**src/rtl/uart_pkg.sv**
```systemverilog
// ============================================================================
// Module      : uart_pkg
// Description : Shared UART constants and receiver state encoding.
// Revision    : 1.0 - initial release
// ============================================================================
`default_nettype none

package uart_pkg;

    localparam int unsigned c_DEF_CLKS_PER_BIT = 16;
    localparam int unsigned c_DEF_DATA_BITS    = 8;

    typedef enum logic [2:0] {
        ST_IDLE  = 3'd0,
        ST_START = 3'd1,
        ST_DATA  = 3'd2,
        ST_STOP  = 3'd3,
        ST_BREAK = 3'd4
    } uart_rx_state_e;

endpackage : uart_pkg

`default_nettype wire

```
**src/rtl/uart_sync2.sv**
```systemverilog
// ============================================================================
// Module      : uart_sync2
// Description : Two-flop synchronizer for an idle-high serial net.
// Revision    : 1.0 - initial release
// ============================================================================
`default_nettype none

module uart_sync2 (
    input  logic clk_sis,
    input  logic rst,
    input  logic i_d,
    output logic o_q
);

    logic r_meta;
    logic r_sync;

    // Resetting to 1 keeps an idle line from looking like a start bit.
    always_ff @(posedge clk_sis) begin
        if (!rst) begin
            r_meta <= 1'b1;
            r_sync <= 1'b1;
        end else begin
            r_meta <= i_d;
            r_sync <= r_meta;
        end
    end

    assign o_q = r_sync;

endmodule : uart_sync2

`default_nettype wire

```
**src/rtl/uart_rx_deser.sv**
```systemverilog
// ============================================================================
// Module      : uart_rx_deser
// Description : Oversampling UART receiver; LSB-first bytes with valid/error pulses.
// Revision    : 1.0 - initial release
// ============================================================================
`default_nettype none

module uart_rx_deser
    import uart_pkg::*;
#(
    parameter int unsigned CLKS_PER_BIT = c_DEF_CLKS_PER_BIT,
    parameter int unsigned DATA_BITS    = c_DEF_DATA_BITS
) (
    input  logic                 clk_sis,
    input  logic                 rst,
    input  logic                 rx,
    output logic [DATA_BITS-1:0] data_out,
    output logic                 data_valid,
    output logic                 frame_err,
    output logic                 busy
);

    localparam int unsigned c_CNT_W = (CLKS_PER_BIT > 1) ? $clog2(CLKS_PER_BIT) : 1;
    localparam int unsigned c_IDX_W = $clog2(DATA_BITS + 1);

    localparam logic [c_CNT_W-1:0] c_HALF_M1 = c_CNT_W'(CLKS_PER_BIT / 2 - 1);
    localparam logic [c_CNT_W-1:0] c_FULL_M1 = c_CNT_W'(CLKS_PER_BIT - 1);
    localparam logic [c_IDX_W-1:0] c_LAST_IDX = c_IDX_W'(DATA_BITS - 1);

    logic                 w_rx_s;
    logic [DATA_BITS:0]   w_shift_ext;
    logic [DATA_BITS-1:0] w_shift_next;

    uart_rx_state_e       r_state;
    logic [c_CNT_W-1:0]   r_cnt;
    logic [c_IDX_W-1:0]   r_bit_idx;
    logic [DATA_BITS-1:0] r_shift;
    logic                 r_stop_seen;
    logic                 r_stop_bit;
    logic [DATA_BITS-1:0] r_data_out;
    logic                 r_valid;
    logic                 r_ferr;
    logic                 r_busy;

    uart_sync2 u_sync (
        .clk_sis (clk_sis),
        .rst     (rst),
        .i_d     (rx),
        .o_q     (w_rx_s)
    );

    // New bit enters at the MSB so the first received bit ends up at bit 0.
    assign w_shift_ext  = {w_rx_s, r_shift};
    assign w_shift_next = w_shift_ext[DATA_BITS:1];

    always_ff @(posedge clk_sis) begin
        if (!rst) begin
            r_state     <= ST_IDLE;
            r_cnt       <= '0;
            r_bit_idx   <= '0;
            r_shift     <= '0;
            r_stop_seen <= 1'b0;
            r_stop_bit  <= 1'b0;
            r_data_out  <= '0;
            r_valid     <= 1'b0;
            r_ferr      <= 1'b0;
            r_busy      <= 1'b0;
        end else begin
            r_valid <= 1'b0;
            r_ferr  <= 1'b0;
            case (r_state)
                ST_IDLE: begin
                    if (!w_rx_s) begin
                        r_state <= ST_START;
                        r_busy  <= 1'b1;
                        r_cnt   <= '0;
                    end
                end
                ST_START: begin
                    if (r_cnt == c_HALF_M1) begin
                        r_cnt <= '0;
                        if (!w_rx_s) begin
                            r_state   <= ST_DATA;
                            r_bit_idx <= '0;
                        end else begin
                            r_state <= ST_IDLE;
                            r_busy  <= 1'b0;
                        end
                    end else begin
                        r_cnt <= r_cnt + 1'b1;
                    end
                end
                ST_DATA: begin
                    if (r_cnt == c_FULL_M1) begin
                        r_cnt     <= '0;
                        r_shift   <= w_shift_next;
                        r_bit_idx <= r_bit_idx + 1'b1;
                        if (r_bit_idx == c_LAST_IDX) begin
                            r_state <= ST_STOP;
                        end
                    end else begin
                        r_cnt <= r_cnt + 1'b1;
                    end
                end
                ST_STOP: begin
                    // The stop sample is held one cycle so the result lands on the following edge.
                    if (r_stop_seen) begin
                        r_stop_seen <= 1'b0;
                        r_cnt       <= '0;
                        if (r_stop_bit) begin
                            r_data_out <= r_shift;
                            r_valid    <= 1'b1;
                            r_state    <= ST_IDLE;
                            r_busy     <= 1'b0;
                        end else begin
                            r_ferr  <= 1'b1;
                            r_state <= ST_BREAK;
                        end
                    end else if (r_cnt == c_FULL_M1) begin
                        r_stop_seen <= 1'b1;
                        r_stop_bit  <= w_rx_s;
                    end else begin
                        r_cnt <= r_cnt + 1'b1;
                    end
                end
                ST_BREAK: begin
                    if (w_rx_s) begin
                        r_state <= ST_IDLE;
                        r_busy  <= 1'b0;
                    end
                end
                default: begin
                    r_state <= ST_IDLE;
                    r_busy  <= 1'b0;
                    r_cnt   <= '0;
                end
            endcase
        end
    end

    assign data_out   = r_data_out;
    assign data_valid = r_valid;
    assign frame_err  = r_ferr;
    assign busy       = r_busy;

endmodule : uart_rx_deser

`default_nettype wire

```
**config.mk**
```make
export PLATFORM = sky130hd
export DESIGN_NAME = uart_rx_deser
export DESIGN_NICKNAME = d
export VERILOG_FILES = /design/src/rtl/uart_pkg.sv /design/src/rtl/uart_sync2.sv /design/src/rtl/uart_rx_deser.sv
export SDC_FILE = /design/constraint.sdc
export NUM_CORES = 1
export LEC_CHECK = 0
export BUFFER_PORTS_ARGS = -buffer_cell sky130_fd_sc_hd__buf_4
export CAP_MARGIN = 20
export CORE_MARGIN = 2
export CORE_UTILIZATION = 52
export CTS_CLUSTER_SIZE = 40
export DETAILED_ROUTE_END_ITERATION = 10
export GPL_ROUTABILITY_DRIVEN = 0
export HOLD_SLACK_MARGIN = 0.06
export MAX_ROUTING_LAYER = met4
export PLACE_DENSITY = 0.74
export SETUP_SLACK_MARGIN = 0.05
export SLEW_MARGIN = 25
export SYNTH_ARGS = -nofsm -noshare
export SYNTH_HDL_FRONTEND = slang
export SYNTH_SLANG_ARGS = --single-unit
export TNS_END_PERCENT = 30
```
**constraint.sdc**
```tcl
create_clock -name clk_sis -period 1.82 [get_ports clk_sis]
set_clock_uncertainty 0.2 [all_clocks]
set_input_delay 0.182 -clock clk_sis [delete_from_list [all_inputs] [get_ports clk_sis]]
set_output_delay 0.182 -clock clk_sis [all_outputs]
set_load 0.005 [all_outputs]
```
==> results of run 1 <==
==> cell families after synthesis <==
family,Yosys count,share of synthesized area [%]
xor+xnor,1,0.575
simple gates,78,28.9
compound gates,26,14.0
buf+inv,9,2.87
fa+ha+maj,2,1.64
flops,34,44.7
mux,11,7.31
==> metal layers <==
layer | vias to the layer above | track usage (%) | part of all wire, %
li1 | 639 | - | -
met1 | 621 | 24.4 | 43
met2 | 35 | 31.2 | 49
met3 | 7 | 7.14 | 5.8
met4 | 0 | 11.6 | 1.6
met5 | - | - | 0
==> metrics by stage <==
step                      TNS (ps)  cells  cell area, µm²
after global routing         -3.33    228            1980
after global placement           0    213            1770
after floorplan                  0    161            1520
after CTS                        0    228            1950
final                            0    228            1980
after detailed placement      -112    213            1770
==> registers in the layout (all words and copies together) (netlist names) <==
signal	flops
busy	1
data_out	8
data_valid	1
frame_err	1
r_bit_idx	4
r_cnt	4
r_shift	8
r_state	3
r_stop_bit	1
r_stop_seen	1
u_sync.o_q	1
u_sync.r_meta	1
==> timing repair <==
action,in CTS,in global routing
endpoints found under the setup margin,17,9
hold buffers,2,0
buffers inserted,5,0
gates resized for setup,7,6
pin swaps,2,2
endpoints found under the hold margin,3,0
==> worst reg2reg max path, stage by stage (launching register included) <==
cell and delay (ps):
dfxtp_1 500, nand3b_1 220, nor3_1 80, buf_4 150, o21a_1 200, a211o_1 300
==> how the worst max path moves through the flow <==
stage | to | slack, ps | cells after the start
finish | r_cnt[3] | 50 | 5
global route | r_bit_idx[2] | -3 | 4
CTS | r_bit_idx[2] | 40 | 4
detailed placement | r_bit_idx[2] | -30 | 4
global placement | r_bit_idx[2] | 20 | 4
floorplan | r_bit_idx[2] | 70 | 5
==> layout by cell type, fill, tap and decap left out, types with 3 or more instances in the layout <==
master,netlist,final
buf_4,0,32
dfxtp_1,34,29
nand2_1,21,21
nor2b_1,11,11
mux2i_1,10,10
nor2_1,8,8
a21boi_0,9,8
nand3_1,6,6
and2_1,5,5
nor3_1,5,5
clkbuf_4,0,5
o21ai_0,4,4
and3_1,4,4
o21a_1,3,3
nand2b_1,3,3
dfxtp_2,0,3
==> power by group through the flow <==
stage	clock [W]	sequential [W]	combinational (W)
floorplan	0	0.000771	0.0000330
global placement	0	0.000771	0.0000505
detailed placement	0	0.000772	0.0000515
CTS	0.000742	0.000752	0.0000551
global route	0.000774	0.000754	0.0000630
finish	0.000725	0.000754	0.0000578
==> final cells by class <==
class / instances / area [µm²] / area share (%)
inverters: 1 / 3.75 / 0.189
multi-input cells: 118 / 836 / 42.2
flip-flops and latches: 34 / 692 / 34.9
clock inverters: 2 / 60.1 / 3.03
repair buffers: 36 / 300 / 15.2
well taps: 31 / 38.8 / 1.96
clock buffers: 6 / 51.3 / 2.59
==> flow_summary.toml, run 1 <==
[run_status]
status = "complete, no violations"

[critical_path]
startpoint_type = "register"
critPathArrivalTime_ps = 1800
crit_type = "register to register"
crit_fanout = 5
rrSetupSlack_ps = 50
r2r_start = "r_state[2]"
cp-end-kind = "register"
reg2reg_to = "r_cnt[3]"
ff2ff_path_depth = 5
cpMaxStageDelayCell = "dfxtp_1"
startpoint = "r_state[2]"
path_delay_family = "flip-flops"
critPathBufInv = 1
cp.required_ps = 1860
max_stage_delay_ps = 500
cp_cell_sequence = "nand3b_1 > nor3_1 > buf_4 > o21a_1 > a211o_1"

[yosys]
synth_cell_types = 40
synth.most_common_cell = "dfxtp_1"
synth_ff_type = "dfxtp_1"
syn-num-nets = 166
avgSynthCellArea_um2 = 9.47
yosysTopAreaCell = "dfxtp_1"
syn-instance-count = 161
seq_area_frac_synth_pct = 44.7
synth.area.top_cells = "dfxtp_1 45%, mux2i_1 6.6%, nand2_1 5.2%, nor2b_1 4.5%, a21boi_0 4.4%"
synth_edf_count = 0
synthTopCellsByCount = "34 x dfxtp_1, 21 x nand2_1, 11 x nor2b_1"
yosysWarnings = 0
yosysTopAreaCellShare_pct = 44.7
async_flop_share_pct = 0
synth_area_um2 = 1520
synth-seq-cells = 34

[sta]
fin_crit_ps = 1770
timing.final.crit_share_pct = 97.0
whs_ps = 220
maxSlewHeadroom_pct = 79.6
setup_viol = 0
fmax_mhz = 566
setup_slack_ps = 54.2
rsz0062_at_grt = "yes"
hold_viol = 0
tightest_slew_ps = 304
slew_violations = 0

[routing]
avgViaCountPerCell = 5.71
first_pass_iters = 4
drc_errors = 0
drt_iter0_drc = 41
ant_nets = 0
vias = 1302
routed_wl_um = 3190
post_drt_wl_per_cell_um = 14.0

[floorplanning]
die-area_um2 = 3380
rows = 19
core_um2 = 2780
io_pins = 14
initial_core_util_pct = 54.8
die_y_um = 58.1
die_w_um = 58.1

[global_routing]
overflow = 0
grt_pass1_wl_um = 5080
antenna_found_initial = 0
grt_pass1_vias = 1164
grtUsageTotal_pct = 20.8
grt_max_degree = 32

[placement]
place_ws_ps = -34.4
port-buffer-count = 13
hpwl_um = 2160

[power_and_ir_drop]
switching_power_w = 0.000292
ir_drop_mv = 1.14
internal_power_w = 0.00124
p_total_w = 0.00154
cellLeakagePower_nw = 0.739
powerDensity_nw_per_um2 = 775
pwr-share-comb_pct = 3.8
seqPwrFrac_pct = 49.0
clkPwrFrac_pct = 47.2
swShare_pct = 19.0

[clocking]
clk_pin_slew_ps = 100
clock_path_buffers = 2
worstSkewPairLatency_ps = 340
h-tree-depth = 2
cts_sinks = 34
root_buffer = "clkbuf_4"
tritoncts = "built"
cts_buffers = 5

[layout]
n_antenna_cell = 0
fin_nets = 201
fin_util_pct = 71.3
fillers = 205
synthToLayoutAreaGrowth_pct = 30.0
drive_gt1_share_pct = 28.9

[worst_hold_path]
min_path_cells = 1
hold_end = "u_sync.o_q"
hold_start = "u_sync.r_meta"
hold_path_class = "register to register"

[run]
cap_violations = 0
Power figures use the tool's default switching activity.
==> run 2: changes to the inputs <==
--- a/config.mk
+++ b/config.mk
@@ -8,13 +8,14 @@
 export BUFFER_PORTS_ARGS = -buffer_cell sky130_fd_sc_hd__buf_4
 export CAP_MARGIN = 20
 export CORE_MARGIN = 2
-export CORE_UTILIZATION = 52
+export CORE_UTILIZATION = 55
+export CTS_CLUSTER_DIAMETER = 100
 export CTS_CLUSTER_SIZE = 40
 export DETAILED_ROUTE_END_ITERATION = 10
 export GPL_ROUTABILITY_DRIVEN = 0
 export HOLD_SLACK_MARGIN = 0.06
 export MAX_ROUTING_LAYER = met4
-export PLACE_DENSITY = 0.74
+export PLACE_DENSITY = 0.75
 export SETUP_SLACK_MARGIN = 0.05
 export SLEW_MARGIN = 25
 export SYNTH_ARGS = -nofsm -noshare
==> constraint.sdc (replaced) <==
create_clock -name clk_sis -period 1.65 [get_ports clk_sis]
set_clock_uncertainty 0.2 [all_clocks]
set_input_delay 0.165 -clock clk_sis [delete_from_list [all_inputs] [get_ports clk_sis]]
set_output_delay 0.165 -clock clk_sis [all_outputs]
set_load 0.005 [all_outputs]
==> run 2 against run 1 <==
  * The flow now finishes with violations (setup timing)
  * Combinational power is 41% higher
  * Total power is 12% higher
  * Largest power group unchanged
  * Core utilization up 7.7 points
  * Via count rose by 3.1%
  * Non-clock buffer count rose by 8
  * Maximum frequency is essentially flat
  * Register-to-register slack got worse by 170 ps
  * Clock power up 11%
  * Final area up 7.0%
==> flow_summary.toml, run 2 (same netlist as run 1, synthesis figures left out) <==
[run_status]
status = "finished, violations left"
violations = "setup timing"

[critical_path]
path_delay_family = "simple AND/OR/NAND/NOR gates"
cp-end-kind = "register"
max_stage_delay_ps = 550
cp.required_ps = 1700
ff2ff_path_depth = 4
crit_fanout = 5
cpMaxStageDelayCell = "or4b_4"
crit_type = "register to register"
reg2reg_to = "r_bit_idx[2]"
startpoint_type = "register"
cp_num_cells = 4
r2r_start = "u_sync.o_q"
rrSetupSlack_ps = -120
critPathArrivalTime_ps = 1810
critPathBufInv = 1
cp_cell_sequence = "or4b_4 > a211oi_4 > inv_1 > o221a_1"

[run]
cap_violations = 0

[worst_hold_path]
hold_path_class = "input pin to register"
hold_end = "u_sync.o_q"
min_path_cells = 3
hold_start = "rst"

[routing]
ant_nets = 0
drc_errors = 0
wl_met1_um = 1540
first_pass_iters = 4
drt_iter0_drc = 75
route.top_layer_used = "met4"
vias = 1343
post_drt_wl_per_cell_um = 15.4
avgViaCountPerCell = 5.69
met2_length_um = 1890
routed_wl_um = 3640
wl_met3_um = 146

[placement]
hpwl_um = 2200
place_inst = 224
port-buffer-count = 13

[global_routing]
antenna_found_initial = 0
grt_max_degree = 32
grt_pass1_wl_um = 5870
grt_pass1_vias = 1311
grtUsageTotal_pct = 24.8
overflow = 0

[floorplanning]
die-area_um2 = 3210
core_um2 = 2690
die_w_um = 56.6
die_y_um = 56.6
io_pins = 14
rows = 19
initial_core_util_pct = 56.7

[sta]
timing.final.crit_share_pct = 107
whs_ps = 80.8
hold_viol = 0
slew_violations = 0
fmax_mhz = 566
setup_viol = 5
rsz0062_at_grt = "yes"
maxSlewHeadroom_pct = 78.7
tightest_slew_ps = 319
fin_crit_ps = 1770
setup_slack_ps = -117

[clocking]
root_buffer = "clkbuf_4"
h-tree-depth = 2
clk_pin_slew_ps = 110
cts_buffers = 5
cts_sinks = 34
clock_path_buffers = 2
tritoncts = "built"
worstSkewPairLatency_ps = 350

[layout]
layout_commonest_cell = "buf_4"
final_cell_mix = "38 x buf_4, 29 x dfxtp_1, 19 x nand2_1, 11 x nor2b_1, 10 x mux2i_1"
drive_gt1_share_pct = 38.0
n_antenna_cell = 0
synthToLayoutAreaGrowth_pct = 39.2
fin_nets = 209
final_cell_count_no_fill = 236

[power_and_ir_drop]
ir_drop_mv = 0.923
cellLeakagePower_nw = 0.809
powerDensity_nw_per_um2 = 811
==> run 2: changes by cell type in the layout (fill, tap and decap cells not counted), moves of 3 or more <==
cell	previous run	this run
a21boi_0	8	0
a21boi_1	1	7
buf_4	32	38
buf_6	0	4
o21ai_0	4	1
o21ai_1	0	3
==> run 2: worst reg2reg max path, delay by kind of cell, from the launching register on <==
kind / cells / cell delay [ps]
compound gates: 2 / 510
buf+inv: 1 / 90
flops: 1 / 340
simple gates: 1 / 550
==> run 2: layout make-up <==
cell class	instances	area [µm²]
multi-input combinational	118	917
timing repair buffer	44	360
inverter	1	3.75
clock inverter	2	60.1
clock buffer	6	51.3
tap	31	38.8
sequential	34	689
fill	179	566
==> run 2: worst max path at each step <==
stage / slack, ps / start / endpoint
after floorplan: -100 / r_cnt[3] / r_bit_idx[2]
after global placement: -140 / r_state[1] / r_bit_idx[2]
after detailed placement: -210 / r_state[1] / r_bit_idx[2]
after CTS: -120 / u_sync.o_q / r_bit_idx[1]
after global routing: -160 / u_sync.o_q / r_bit_idx[2]
final: -120 / u_sync.o_q / r_bit_idx[2]
==> run 2: per-stage QoR <==
step / worst slack, ps / util (%) / instance area, µm² / power, W / setup TNS [ps]
final: -117 / 78.9 / 2120 / 0.00172 / -380
after global routing: -165 / 78.9 / 2120 / 0.00177 / -717
after CTS: -125 / 76.9 / 2070 / 0.00172 / -500
after detailed placement: -214 / 68.3 / 1840 / 0.000918 / -1860
after global placement: -141 / 68.3 / 1840 / 0.000916 / -885
after floorplan: -103 / - / 1520 / 0.000887 / -375
==> run 2: timing repair <==
action                                  CTS  global route
hold endpoints to repair                  1             0
hold buffers                              1             0
buffers inserted                          2             0
endpoints found under the setup margin   26            25
resized for setup                        23            23
gates cloned                              1             0
pin swaps                                 8            13
==> run 2: power breakdown <==
part,total [W],internal (W),switching (W),leakage [nW]
clock,0.000808,0.000513,0.000295,0.0585
combinational,0.0000817,0.0000444,0.0000374,0.474
sequential,0.000831,0.000826,0.00000489,0.276
==> run 2: routing by layer <==
metal | vias up | global-route usage (%)
met5 | - | -
met4 | 0 | 10.5
met3 | 10 | 6.91
met2 | 31 | 40.5
met1 | 652 | 28.4
li1 | 650 | -
